File: config.mk
export PLATFORM = sky130hd
export DESIGN_NAME = pc_target_table
export DESIGN_NICKNAME = d
export VERILOG_FILES = /design/src/rtl/pc_tt_pkg.sv /design/src/rtl/pc_tt_tgt_calc.sv /design/src/rtl/pc_target_table.sv
export SDC_FILE = /design/constraint.sdc
export NUM_CORES = 1
export LEC_CHECK = 0
export BUFFER_PORTS_ARGS = -buffer_cell sky130_fd_sc_hd__buf_2
export CORE_MARGIN = 1
export CORE_UTILIZATION = 56
export CTS_CLUSTER_DIAMETER = 100
export CTS_CLUSTER_SIZE = 8
export DETAILED_ROUTE_END_ITERATION = 10
export PLACE_DENSITY = 0.71
export SLEW_MARGIN = 10
export SYNTH_ARGS = -nofsm -noshare
export SYNTH_HDL_FRONTEND = slang
export SYNTH_HIERARCHICAL = 1
export SYNTH_SLANG_ARGS = --single-unit
File: constraint.sdc
create_clock -name clk -period 6.4 [get_ports clk]
set_input_delay 0.96 -clock clk [delete_from_list [all_inputs] [get_ports clk]]
set_output_delay 0.96 -clock clk [all_outputs]
set_load 0.005 [all_outputs]
File: src/rtl/pc_tt_pkg.sv
//==============================================================================
// Module  : pc_tt_pkg
// Brief   : Shared types and constants for the programmable PC target table.
// Revision: 1.0 - initial release
//==============================================================================
`default_nettype none

package pc_tt_pkg;

    localparam int D_DEF  = 10;
    localparam int AW_DEF = 4;

    typedef struct packed {
        logic             valid;
        logic             rel;
        logic [D_DEF-1:0] value;
    } pc_tt_entry_t;

    typedef enum logic [0:0] {
        INIT  = 1'b0,
        READY = 1'b1
    } pc_tt_state_e;

    localparam pc_tt_entry_t PC_TT_ENTRY_CLR = '{valid: 1'b0, rel: 1'b0, value: '0};

endpackage

`default_nettype wire

File: src/rtl/pc_tt_tgt_calc.sv
//==============================================================================
// Module  : pc_tt_tgt_calc
// Brief   : Resolves a table entry and current PC into target/hit/rel.
// Revision: 1.0 - initial release
//==============================================================================
`default_nettype none

module pc_tt_tgt_calc #(
    parameter int D = 10
) (
    input  logic         entry_valid_i,
    input  logic         entry_rel_i,
    input  logic [D-1:0] entry_value_i,
    input  logic [D-1:0] pc_i,
    output logic [D-1:0] tgt_o,
    output logic         hit_o,
    output logic         rel_o
);

    // D-bit adds wrap modulo 2**D; the offset is two's complement so a plain add suffices
    always_comb begin
        tgt_o = pc_i + D'(1);
        hit_o = 1'b0;
        rel_o = 1'b0;
        if (entry_valid_i) begin
            hit_o = 1'b1;
            rel_o = entry_rel_i;
            tgt_o = entry_rel_i ? (pc_i + entry_value_i) : entry_value_i;
        end
    end

endmodule

`default_nettype wire

File: src/rtl/pc_target_table.sv
//==============================================================================
// Module  : pc_target_table
// Brief   : Run-time loadable branch-target table, absolute/relative entries,
//           registered 1-cycle lookup. Define PC_TT_FWD_EN to forward a
//           same-cycle write to a lookup of the same index.
// Revision: 1.0 - initial release
//==============================================================================
`default_nettype none

module pc_target_table
    import pc_tt_pkg::*;
#(
    parameter int D  = D_DEF,
    parameter int AW = AW_DEF
) (
    input  logic          clk,
    input  logic          rst_n,
    output logic          ready,
    input  logic          lkp_valid,
    input  logic [AW-1:0] lkp_addr,
    input  logic [D-1:0]  lkp_pc,
    output logic          tgt_valid,
    output logic [D-1:0]  tgt,
    output logic          tgt_hit,
    output logic          tgt_rel,
    input  logic          wr_en,
    input  logic [AW-1:0] wr_addr,
    input  logic [D-1:0]  wr_data,
    input  logic          wr_rel
);

    localparam int DEPTH = 1 << AW;

    pc_tt_state_e  state_q;
    logic [AW-1:0] init_idx_q;
    logic          ready_q;
    logic          tgt_valid_q;
    logic [D-1:0]  tgt_q;
    logic          tgt_hit_q;
    logic          tgt_rel_q;

    logic          ent_valid_q [DEPTH];
    logic          ent_rel_q   [DEPTH];
    logic [D-1:0]  ent_value_q [DEPTH];

    logic          mem_we_d;
    logic [AW-1:0] mem_idx_d;
    logic          mem_valid_d;
    logic          mem_rel_d;
    logic [D-1:0]  mem_value_d;

    logic          rd_valid_d;
    logic          rd_rel_d;
    logic [D-1:0]  rd_value_d;

    logic [D-1:0]  calc_tgt;
    logic          calc_hit;
    logic          calc_rel;

    logic          w_is_ready;

    assign w_is_ready = (state_q == READY);

    // The single RAM write port is shared between the INIT sweep and the loader
    always_comb begin
        mem_we_d    = 1'b0;
        mem_idx_d   = init_idx_q;
        mem_valid_d = PC_TT_ENTRY_CLR.valid;
        mem_rel_d   = PC_TT_ENTRY_CLR.rel;
        mem_value_d = D'(PC_TT_ENTRY_CLR.value);
        if (!w_is_ready) begin
            mem_we_d = 1'b1;
        end else if (wr_en) begin
            mem_we_d    = 1'b1;
            mem_idx_d   = wr_addr;
            mem_valid_d = 1'b1;
            mem_rel_d   = wr_rel;
            mem_value_d = wr_data;
        end
    end

    always_ff @(posedge clk) begin
        if (mem_we_d) begin
            ent_valid_q[mem_idx_d] <= mem_valid_d;
            ent_rel_q[mem_idx_d]   <= mem_rel_d;
            ent_value_q[mem_idx_d] <= mem_value_d;
        end
    end

    always_comb begin
        rd_valid_d = ent_valid_q[lkp_addr];
        rd_rel_d   = ent_rel_q[lkp_addr];
        rd_value_d = ent_value_q[lkp_addr];
`ifdef PC_TT_FWD_EN
        if (wr_en && (wr_addr == lkp_addr)) begin
            rd_valid_d = 1'b1;
            rd_rel_d   = wr_rel;
            rd_value_d = wr_data;
        end
`endif
    end

    pc_tt_tgt_calc #(
        .D (D)
    ) u_tgt_calc (
        .entry_valid_i (rd_valid_d),
        .entry_rel_i   (rd_rel_d),
        .entry_value_i (rd_value_d),
        .pc_i          (lkp_pc),
        .tgt_o         (calc_tgt),
        .hit_o         (calc_hit),
        .rel_o         (calc_rel)
    );

    always_ff @(posedge clk or negedge rst_n) begin
        if (!rst_n) begin
            state_q     <= INIT;
            init_idx_q  <= '0;
            ready_q     <= 1'b0;
            tgt_valid_q <= 1'b0;
            tgt_q       <= '0;
            tgt_hit_q   <= 1'b0;
            tgt_rel_q   <= 1'b0;
        end else begin
            case (state_q)
                INIT: begin
                    tgt_valid_q <= 1'b0;
                    init_idx_q  <= init_idx_q + AW'(1);
                    if (init_idx_q == AW'(DEPTH - 1)) begin
                        state_q <= READY;
                        ready_q <= 1'b1;
                    end
                end
                READY: begin
                    tgt_valid_q <= lkp_valid;
                    if (lkp_valid) begin
                        tgt_q     <= calc_tgt;
                        tgt_hit_q <= calc_hit;
                        tgt_rel_q <= calc_rel;
                    end
                end
                default: begin
                    state_q <= INIT;
                    ready_q <= 1'b0;
                end
            endcase
        end
    end

    assign ready     = ready_q;
    assign tgt_valid = tgt_valid_q;
    assign tgt       = tgt_q;
    assign tgt_hit   = tgt_hit_q;
    assign tgt_rel   = tgt_rel_q;

endmodule

`default_nettype wire

After elaboration in Yosys (flattened, before gate mapping)
Memory sizes are Yosys's and may differ from the RTL's.
Index checks and enable logic that the tools add are counted.
{"block": "op_classes", "addsub": 3, "n_eq_ne": 1, "mux": 18, "n_bitwise": 1, "n_reduce_logical": 2}
{"operator": "$mux 10", "n": 4}
{"operator": "$mux 1", "n": 11}
{"operator": "$add 10x1->10 const B", "n": 1}
{"operator": "$add 10x10->10", "n": 1}
{"operator": "$mux 4", "n": 2}
{"operator": "$add 4x1->4 const B", "n": 1}
{"operator": "$eq 4x4->1 const B", "n": 1}
{"operator": "$reduce_and 2->1", "n": 2}
{"operator": "$pmux 1 s2", "n": 1}
{"operator": "$not 1->1", "n": 1}
{"block": "word_totals", "ff_bits": 19, "mem_bits_rw": 192, "inputBits": 33, "output_inout_bits": 14, "memories": 3}
{"memory": "ent_value_q", "depth": 16, "word_bits": 10, "rd": 1, "rd_ports_with_merged_regs": 0, "write_ports": 1, "line": "pc_target_table.sv:44", "source": "logic [D-1:0] ent_value_q [DEPTH];"}
{"memory": "ent_rel_q", "depth": 16, "word_bits": 1, "rd": 1, "rd_ports_with_merged_regs": 0, "write_ports": 1, "line": "pc_target_table.sv:43", "source": "logic ent_rel_q [DEPTH];"}
{"memory": "ent_valid_q", "depth": 16, "word_bits": 1, "rd": 1, "rd_ports_with_merged_regs": 0, "write_ports": 1, "line": "pc_target_table.sv:42", "source": "logic ent_valid_q [DEPTH];"}

Logic depth before layout (Yosys ltp)
Gate-level depths: netlist of run 1.
{"block": "logic_depth", "ltp_word": 4, "depth_mapped": 14}

Modules after synthesis
The synthesis of run 1 kept the hierarchy.
{"module": "pc_target_table", "instances": 1, "cells_each": 392, "area_per_inst_um2": 8255.4, "seq_area_each_um2": 6241.0}
{"module": "pc_tt_tgt_calc", "instances": 1, "cells_each": 104, "area_per_inst_um2": 764.5, "seq_area_each_um2": 0.0}

Worst setup path before layout of run 1
OpenSTA, ideal clock, no wires.
{"block": "synth_path", "path_type": "input to register", "start": "input port lkp_addr[0]", "end": "register tgt_q[8], in the netlist tgt[8]", "setup_ps": 128, "arrival_time_ps": 3886, "required_ps": 6272, "setup_slack_ps": 2386, "stages": 13, "cell_sequence": "buf_2 > mux4_2 > a22oi_1 > nand2_1 > ha_1 > fa_1 > a21o_1 > a21oi_1 > nor2_1 > o41ai_2 > mux2i_1 > nor2_1 > mux2_1"}
{"block": "synth_between", "elab_chain_cells": 4}
{"element": "start: declaration", "line": "pc_target_table.sv:20", "source": "input logic [AW-1:0] lkp_addr,"}
{"element": "$mem_v2 16x10"}
{"element": "named net rd_value_d[0]", "line": "pc_target_table.sv:54", "source": "logic [D-1:0] rd_value_d;"}
{"element": "$add 10x10->10", "line": "pc_tt_tgt_calc.sv:28", "source": "tgt_o = entry_rel_i ? (pc_i + entry_value_i) : entry_value_i;"}
{"element": "$mux 10", "line": "pc_tt_tgt_calc.sv:28"}
{"element": "$mux 10", "line": "pc_tt_tgt_calc.sv:25", "source": "if (entry_valid_i) begin"}
{"element": "named net calc_tgt[8]", "line": "pc_target_table.sv:56", "source": "logic [D-1:0] calc_tgt;"}
{"element": "end signal: assignment", "line": "pc_target_table.sv:137", "source": "tgt_q <= calc_tgt;"}
{"element": "end: declaration", "line": "pc_target_table.sv:38", "source": "logic [D-1:0] tgt_q;"}
The timed path passes the listed nets, and every way through them passes these cells.
A chain may end at the register's enable or synchronous reset.

Worst setup path after layout of run 1
Same ends and word-level chain as after synthesis.

==> reports/results.txt, run 1 <==
Leak - 3.94 nW
First-pass GRT wire length - 28000 um
Average wire per cell in the routed design - 22.3 um
Die Span X - 129 um
Die Y - 129 um
Die Area - 0.0166 sq mm
Worst Setup Start Kind - input pin
Synth Instances - 496
Drt drc - 0
Post-layout minimum cycle time - 4.29 ns
Hold crit path type - input pin to async pin
Num CTS Buffers - 30
Top_reg_cell synth - edfxtp_1
Achievable clock frequency - 233 MHz
CP max-delay cell - mux4_2
Final Cell Area - 0.0104 sq mm
Resized Gates After CTS - 0
Max incr delay on CP - 0.52 ns
Max-Slew Margin vs Limit - 27.1%
Most frequent cells in the layout - edfxtp_1, buf_2, mux4_2, clkbuf_16, nor2_1
Port buffer count - 46
Layout cells sized above 1 - 22.9%
Initial core utilization - 57.0%
Clock skew - 0.0242 ns
Worst setup path category - input pin to register
Seq cells post-synth - 211
CTS tree - yes
Num rows - 46
Number of max-cap violations - 0
Post-synthesis cell type count - 52
Crit path required time - 6.80 ns
Worst-margin pin slew - 1.09 ns
Grt ovf - 0
Largest net degree at the start of global routing - 36
Fraction of registers with async set/reset - 9.00%
Netlist Area Pre-Place - 0.00902 sq mm
VDD IR max - 0.372 mV
Final Wtd Congestion - 0.844
Longest Clk Path Bufs - 3
Clk slew on worst S/H paths - 0.05 ns
Post-CTS Hold Fix Bufs - 0
Critical-path cell list - buf_2, buf_4, mux4_2, a22oi_1, nand2_1, ha_1, fa_1, a21o_1, a21oi_1, nor2_1, o41ai_2, mux2i_1, nor2_1, mux2_1
Critical path data arrival time - 4.69 ns
Fill cells - 1047
WL final - 18000 um
Fin. Hold Viols - 0
GRT Total Usage - 23.1%
Pwr/cell area - 306 mW/mm^2
Top cell by count, worst path - nor2_1
H-tree depth - 1
Initial antenna violation count - 0
Syn Area/Cell - 18.2 sq um
P&R area growth vs syn - 15.2%
Setup bufs post-CTS - 0
Clock Tree Root - clkbuf_16
Core Region - 0.0158 sq mm
Mapped Nets - 541
Final slew viol count - 0
Setup TNS - 0 ns
Vias in the first global route - 4957
Final Net Count - 615
Final Core Density - 65.7%
Placed instance area - 0.00953 sq mm
First drt pass iteration count - 4
Worst r2r src - ent_value_q[2][0]
CP Launch Point - lkp_addr[0]
Critical path peak fanout - 22
Dpl hpwl - 11700 um
# diodes - 0
Vias per cell - 6.08
Synth warn - 6
Worst-Skew Late Latency - 0.54 ns
Final setup violation count - 0
Status - finished clean
Leading cell type in the layout, fill and taps excluded - edfxtp_1
Final worst-path cycle share - 67.1%
Worst Setup End Kind - register
Final ANT Viol Nets - 0
Number of synthesized flops with an enable pin - 192
Clock sinks - 211
RSZ-0062 raised after global routing - no
1st-iter DRT viols - 321
Seq/Total Area, Yosys - 69.2%
Vias - 4922
# IOs - 47
logic make-up after synthesis:
family                   count (synthesis)  share of synthesized area, %
multiplexers                            69                          15.3
AND/OR/NAND/NOR                         93                          5.06
XOR/XNOR                                18                          1.75
buffers and inverters                   29                          1.79
flip-flops                             211                          69.2
AO/OA/AOI/OAI                           64                          5.20
adder cells (fa/ha/maj)                 12                          1.75
cells in the mapped netlist (5+ instances only):
master	count	area (sq um)
edfxtp_1	192	5770
mux4_2	30	676
nor2_1	30	113
a22oi_1	24	180
nand2_1	24	90.1
dfrtp_1	19	475
mux4_1	18	473
xnor2_1	14	123
and3_1	13	81.3
mux2_1	13	146
a21oi_1	12	60.1
clkbuf_1	12	45.0
ha_1	11	138
buf_2	7	35.0
mux2i_1	7	70.1
a21o_1	5	37.5
a31oi_1	5	31.3
nand3_1	5	25.0
metal layers:
metal | global-route usage (%) | wire, um | part of all wire, % | vias to the layer above
met1 | 32.2 | 7620 | 42 | 2510
met5 | 0 | 0 | 0 | -
li1 | - | - | - | 2186
met4 | 6.78 | 330 | 1.8 | 0
met2 | 38.5 | 8900 | 49 | 195
met3 | 3.24 | 1170 | 6.5 | 31
flip-flops by register name (all words and copies together), names as in the netlist, 4 cells and up:
signal	flops
ent_value_q	160
init_idx_q	4
ent_rel_q	16
tgt	10
ent_valid_q	16
worst max-delay path: cells and delay by family:
| kind | cells | cell delay (ns) |
|---|---|---|
| muxes | 3 | 1.02 |
| AOI/OAI and AO/OA | 4 | 0.91 |
| buffers and inverters | 2 | 0.86 |
| adders and majority gates | 2 | 0.68 |
| and+or+nand+nor | 3 | 0.24 |
layout make-up:
class / count / area (sq um) / area share (%)
flip-flops and latches: 211 / 6240 / 60.1
clock buffers: 54 / 841 / 8.09
multi-input cells: 256 / 2620 / 25.2
well taps: 216 / 270 / 2.60
clock inverters: 2 / 23.8 / 0.229
repair buffers: 65 / 373 / 3.59
inverters: 6 / 22.5 / 0.217
where the power goes:
| part | leakage, nW | switching [W] | internal, W |
|---|---|---|---|
| sequential | 2.18 | 0.00000850 | 0.00153 |
| clock | 0.405 | 0.000539 | 0.000874 |
| combinational | 1.35 | 0.000134 | 0.0000941 |
| total | 3.94 | 0.000681 | 0.00250 |
path summary, 6_finish.rpt:
check                                 to  slack [ns]  cells past startpoint
min in group clk                  tgt[1]        0.48                      1
setup reg to reg                  tgt[8]        2.91                     12
max in group asynchronous         tgt[0]        5.66                      1
setup / recovery                  tgt[8]        2.11                     14
hold / removal             init_idx_q[0]        0.39                      1
hold reg to reg                   tgt[1]        0.48                      1
per-stage QoR:
step                      hold slack (ns)  instances  power (W)  setup WS (ns)
after floorplan                     0.468        496    0.00171           2.39
after global placement              0.465        754    0.00179           1.55
after detailed placement            0.473        754    0.00179           1.52
after CTS                           0.380        810    0.00320           2.07
after global routing                0.410        810    0.00328           1.78
final                               0.390        810    0.00318           2.11
No activity file was read; power rests on OpenSTA's default activity.
==> run 2: changes to the inputs <==
Settings changed: ABC_AREA set to 1, PLACE_DENSITY 0.71 to 0.74.
Clock period 6.4 ns to 3.6 ns, I/O delays scaled along.
==> run 2 against run 1 <==
Design area grew 9.8%; first-iteration DRC count is 72% higher; critical path depth rose by 3.
==> reports/results.txt, run 2 <==
Xor/xnor cell area share of the yosys netlist - 1.05%
Critical-path cell list - buf_2, inv_2, buf_4, nand3_1, nand3_1, nand3_1, nand2_1, ha_1, a21oi_1, o21a_1, nand2_1, nand2_1, nand3_1, nand2_1, nand2_1, nand2_1, nand2_1
Num rows - 48
Worst setup path category - input pin to register
Port buffer count - 46
Seq cells post-synth - 211
GRT met3 Usage - 3.77%
Biggest registers after layout - ent_value_q x160, ent_rel_q x16, ent_valid_q x16
Pwr/cell area - 502 mW/mm^2
Die Span X - 136 um
Main combinational cell family by area after synthesis - simple AND/OR/NAND/NOR gates
Num CTS Buffers - 30
Final ANT Viol Nets - 0
Post-layout minimum cycle time - 2.62 ns
CTS tree - yes
Fill cells - 1392
Vias per cell - 5.35
Setup TNS - 0 ns
Resized Gates After CTS - 0
Grt ovf - 0
Synth Instances - 1060
GRT Max-Usage Layer - met2
Top_reg_cell synth - edfxtp_1
Leak - 5.20 nW
H-tree depth - 1
Largest register FFs - 160
P&R area growth vs syn - 13.4%
Crit path required time - 4.01 ns
Average wire per cell in the routed design - 17.0 um
Longest Clk Path Bufs - 3
Drt drc - 0
Yosys top cell by area - edfxtp_1
Clock sinks - 211
Layout cells sized above 1 - 11.6%
Setup bufs post-CTS - 0
Largest net degree at the start of global routing - 57
Worst-margin pin slew - 1.09 ns
Simple-gate share of the synthesized area - 24.1%
Critical path peak fanout - 24
First-pass GRT wire length - 36000 um
Syn Area/Cell - 9.49 sq um
# diodes - 0
GR Layer Usage met2 - 44.9%
Final Wtd Congestion - 0.958
Final worst-path cycle share - 72.8%
Max-Slew Margin vs Limit - 27.3%
Final Net Count - 1172
Final slew viol count - 0
Vias in the first global route - 6957
Netlist Area Pre-Place - 0.0101 sq mm
Critical path data arrival time - 3.03 ns
Core Region - 0.0174 sq mm
Synth Area in Compound Gates - 1.70%
Final setup violation count - 0
Leading cell type in the layout, fill and taps excluded - nand2_1
Post-CTS Hold Fix Bufs - 1
Top cell by count, worst path - nand2_1
Placed instance area - 0.0106 sq mm
GRT Total Usage - 25.9%
Most numerous cell in the Yosys netlist - nand2_1
Mux contribution to synthesized area - 0%
Fraction of registers with async set/reset - 9.00%
VDD IR max - 0.438 mV
Fin. Hold Viols - 0
Achievable clock frequency - 381 MHz
Initial antenna violation count - 0
Worst-Skew Late Latency - 0.56 ns
Die Area - 0.0185 sq mm
CP max-delay cell - buf_4
Number of synthesized flops with an enable pin - 192
Top reg by flops - ent_value_q
Final Cell Area - 0.0114 sq mm
Clock skew - 0.0422 ns
Synth top cells by count - nand2_1, edfxtp_1, inv_1
Synth Area in Adders - 1.57%
Synth warn - 6
Hold crit path type - input pin to register
Reg-to-reg slack, setup - 1.12 ns
Max incr delay on CP - 0.35 ns
Number of max-cap violations - 0
Critical path buffers and inverters - 3
Worst path top cell family by delay - simple AND/OR/NAND/NOR gates
Mapped Nets - 1105
Dpl hpwl - 14400 um
Most frequent cells in the layout - nand2_1, edfxtp_1, inv_1
Clk slew on worst S/H paths - 0.05 ns
WL final - 23100 um
RSZ-0062 raised after global routing - no
Initial core utilization - 57.7%
# IOs - 47
First drt pass iteration count - 5
Global routing usage on met1 - 33.5%
Synth area leaders - edfxtp_1, nand2_1, nand3_1
Clock Tree Root - clkbuf_16
Worst Setup Start Kind - input pin
Die Y - 136 um
Seq/Total Area, Yosys - 62.1%
1st-iter DRT viols - 551
Worst Setup End Kind - register
Vias - 7278
Status - finished clean
Post-synthesis cell type count - 34
Synth top area share - 57.3%
## run 2: changes by cell type after synthesis, sizes merged, moves of 6 or more
cell / delta
clkbuf: -6
mux2i: -7
o21ai: +11
buf: +28
mux4: -48
inv: +179
xnor2: -10
mux2: -14
nand3: +162
a22oi: -24
nand2: +323
nor2: +17
and3: -13
## run 2: area by class of cell
class | count | area [sq um] | share of cell area, %
well taps | 225 | 282 | 2.47
repair buffers | 80 | 513 | 4.50
flip-flops and latches | 211 | 6240 | 54.7
clock buffers | 38 | 781 | 6.85
multi-input cells | 619 | 2860 | 25.0
clock inverters | 2 | 37.5 | 0.329
inverters | 185 | 694 | 6.09
## run 2: worst reg2reg max path: stages (launching register included)
cell	delay [ns]
edfxtp_1	0.35
inv_1	0.06
nand2_1	0.05
nand3_1	0.10
nand3_1	0.07
nand3_1	0.15
nand2_1	0.10
ha_1	0.25
fa_1	0.41
nand3_1	0.10
nand2_1	0.09
nand3_1	0.12
nand2_1	0.07
nand2_1	0.06
nand3_1	0.07
nand2_1	0.09
nand2_1	0.06
nand2_1	0.07
nand2_1	0.06
## run 2: metal layers
layer	vias to the layer above	share of wire, %
met1	3421	41
li1	3513	-
met4	0	2.4
met3	49	7.6
met5	-	0
met2	295	49
## run 2: worst paths after layout
path / from / endpoint / cells after the start
setup / recovery: lkp_addr[1] / tgt[8] / 17
hold / removal: lkp_pc[0] / tgt[0] / 4
setup reg to reg: ent_value_q[7][0] / tgt[6] / 18
hold reg to reg: tgt[2] / tgt[2] / 2
max in group asynchronous: rst_n / tgt_valid / 2
min in group asynchronous: rst_n / tgt[7] / 2
## run 2: logic make-up after synthesis
family                     Yosys count
AOI/OAI and AO/OA                   27
xor gates and xnor gates            12
adders and majority gates           12
buffers and inverters              230
DFF                                211
and+or+nand+nor                    568
## run 2: power by group
group          internal [W]  total [W]  switching, W
combinational      0.000175   0.000538      0.000363
sequential          0.00272    0.00273     0.0000131
clock               0.00149    0.00246      0.000966
## run 2: stage by stage
stage | instances | worst slack, ns | util, % | hold slack, ns | total power [W]
final | 1360 | 0.978 | 65.5 | 0.391 | 0.00572
after global routing | 1360 | 0.735 | 65.5 | 0.401 | 0.00591
after CTS | 1360 | 1.07 | 65.5 | 0.367 | 0.00575
after detailed placement | 1319 | 0.525 | 60.7 | 0.458 | 0.00330
after global placement | 1319 | 0.564 | 60.7 | 0.459 | 0.00329
after floorplan | 1060 | 0.961 | - | 0.244 | 0.00313
==> run 3: changes to the inputs <==
Settings changed: ABC_AREA 1 to 0, CORE_UTILIZATION 56 to 55, PLACE_DENSITY 0.74 to 0.73.
Clock period 3.6 ns to 2.3 ns, I/O delays scaled along.
==> run 3 against run 2 <==
Clock-buffer cell count rose by 6; worst hold slack worse by 0.077 ns; critical path type is now register to register; largest cell class unchanged; first-iteration DRC count shrank 25%; the run now ends with setup timing left.
==> reports/results.txt, run 3 (synthesis results as in run 1) <==
Fill cells - 983
Leak - 4.31 nW
Clk slew on worst S/H paths - 0.05 ns
Reported net switching power - 0.00193 W
Sequential share of power - 47.4%
Worst setup path category - register to register
Worst Setup End Kind - register
First drt pass iteration count - 4
Setup ws final - -0.785 ns
Final setup violation count - 9
Num CTS Buffers - 30
Combinational power share - 9.7%
Core Region - 0.0159 sq mm
Worst Setup Start Kind - register
Clock skew - 0.0173 ns
Number of max-cap violations - 0
Port buffer count - 46
Pwr/cell area - 808 mW/mm^2
Longest Clk Path Bufs - 3
Dpl hpwl - 12800 um
Setup TNS - -5.06 ns
GRT Total Usage - 24.7%
First-pass GRT wire length - 30300 um
RSZ-0062 raised after global routing - yes
Die Span X - 130 um
Biggest registers after layout - ent_value_q x160, ent_rel_q x16, ent_valid_q x16
Final worst-path cycle share - 134%
Average wire per cell in the routed design - 22.8 um
Achievable clock frequency - 324 MHz
Leading cell type in the layout, fill and taps excluded - edfxtp_1
Reg-to-reg slack, setup - -0.78 ns
Crit path required time - 2.70 ns
Drt drc - 0
Hold_ws - 0.314 ns
Initial core utilization - 56.6%
Fin. Hold Viols - 0
Clock sinks - 211
Final slew viol count - 0
Top reg by flops - ent_value_q
Final ANT Viol Nets - 0
WL final - 19800 um
Final Net Count - 686
# diodes - 0
Layout cells sized above 1 - 39.0%
Final Wtd Congestion - 0.807
Hold crit path type - input pin to async pin
Post-layout minimum cycle time - 3.08 ns
CTS tree - yes
Clock Tree Root - clkbuf_16
Critical path data arrival time - 3.48 ns
Largest register FFs - 160
Max-Slew Margin vs Limit - 52.3%
Worst-margin pin slew - 0.713 ns
H-tree depth - 1
Critical path peak fanout - 2
Internal power - 0.00710 W
Die Y - 130 um
Reg2reg path depth - 13
Initial antenna violation count - 0
1st-iter DRT viols - 416
P&R area growth vs syn - 23.8%
VDD IR max - 0.568 mV
Switching Fraction - 21.3%
Clock network fraction of design power - 42.9%
Grt ovf - 0
Die Area - 0.0169 sq mm
Vias per cell - 5.91
Worst-Skew Late Latency - 0.52 ns
Most frequent cells in the layout - edfxtp_1, buf_4, buf_2
# IOs - 47
Status - complete, but fails checks
Failing checks - setup timing
Largest net degree at the start of global routing - 20
Num rows - 46
Vias - 5143
Vias in the first global route - 5394
[run 3: changes by cell type in the layout (fill, tap and decap cells not counted), sizes merged, moves of 7 or more]
cell and delta:
inv -179, nor2 -17, mux2i +7, mux2 +14
o21ai -11, and3 +13, a22oi +24, xnor2 +10
nand3 -162, mux4 +48, clkbuf +7, nand2 -323
buf +55
[run 3: worst paths after layout]
check / start / to
hold / removal: rst_n / state_q
hold reg to reg: tgt[4] / tgt[4]
min in group clk: lkp_pc[5] / tgt[5]
setup reg to reg: ent_value_q[8][0] / tgt[6]
setup / recovery: ent_value_q[8][0] / tgt[6]
max in group asynchronous: rst_n / tgt[5]
[run 3: what timing repair did]
action,in CTS,in global routing
endpoints found under the setup margin,11,11
hold buffers,1,0
buffers inserted,5,1
gates resized for setup,37,14
pin swaps,20,11
hold endpoints to repair,19,0
[run 3: final cells by class]
| type | instances | area [sq um] | area share (%) |
|---|---|---|---|
| Clock buffer | 44 | 825 | 7.38 |
| Clock inverter | 1 | 7.51 | 0.0672 |
| Inverter | 6 | 22.5 | 0.202 |
| Multi-Input combinational cell | 256 | 2820 | 25.2 |
| Sequential cell | 211 | 6240 | 55.9 |
| Tap cell | 216 | 270 | 2.42 |
| Timing Repair Buffer | 136 | 982 | 8.80 |
[run 3: metrics by stage]
step | instances | setup slack [ns] | util [%] | power [W] | cell area, sq um
2_1_floorplan | 496 | -0.834 | - | 0.00480 | 9070
3_3_place_gp | 819 | -1.20 | 63.2 | 0.00511 | 10100
3_5_place_dp | 819 | -1.21 | 63.2 | 0.00513 | 10100
4_1_cts | 869 | -0.835 | 69.8 | 0.00908 | 11100
5_1_grt | 870 | -0.892 | 70.0 | 0.00933 | 11200
6_report | 870 | -0.785 | 70.0 | 0.00903 | 11200
[run 3: power groups by stage]
stage                     Combinational (W)  Sequential [W]  Clock, W
after floorplan                    0.000447         0.00435         0
after global placement             0.000759         0.00435         0
after detailed placement           0.000785         0.00435         0
after CTS                          0.000860         0.00428   0.00394
after global routing               0.000951         0.00428   0.00410
final                              0.000874         0.00428   0.00388
[run 3: worst max-delay path: stages, from the launching register on]
cell      delay (ns)
edfxtp_1        0.37
mux4_2          0.48
a22oi_2         0.20
nand2_2         0.12
ha_4            0.18
fa_2            0.35
a21o_1          0.18
a21oi_2         0.16
buf_4           0.13
o21bai_1        0.05
a21oi_1         0.17
xor2_1          0.21
a21oi_2         0.09
mux2_4          0.27
[run 3: layer usage]
layer	up-vias	part of all wire (%)	track usage (%)
met5	-	0	0
met4	0	1.5	6.50
met3	28	5.6	4.02
met2	174	51	42.2
met1	2636	42	33.2
li1	2305	-	-
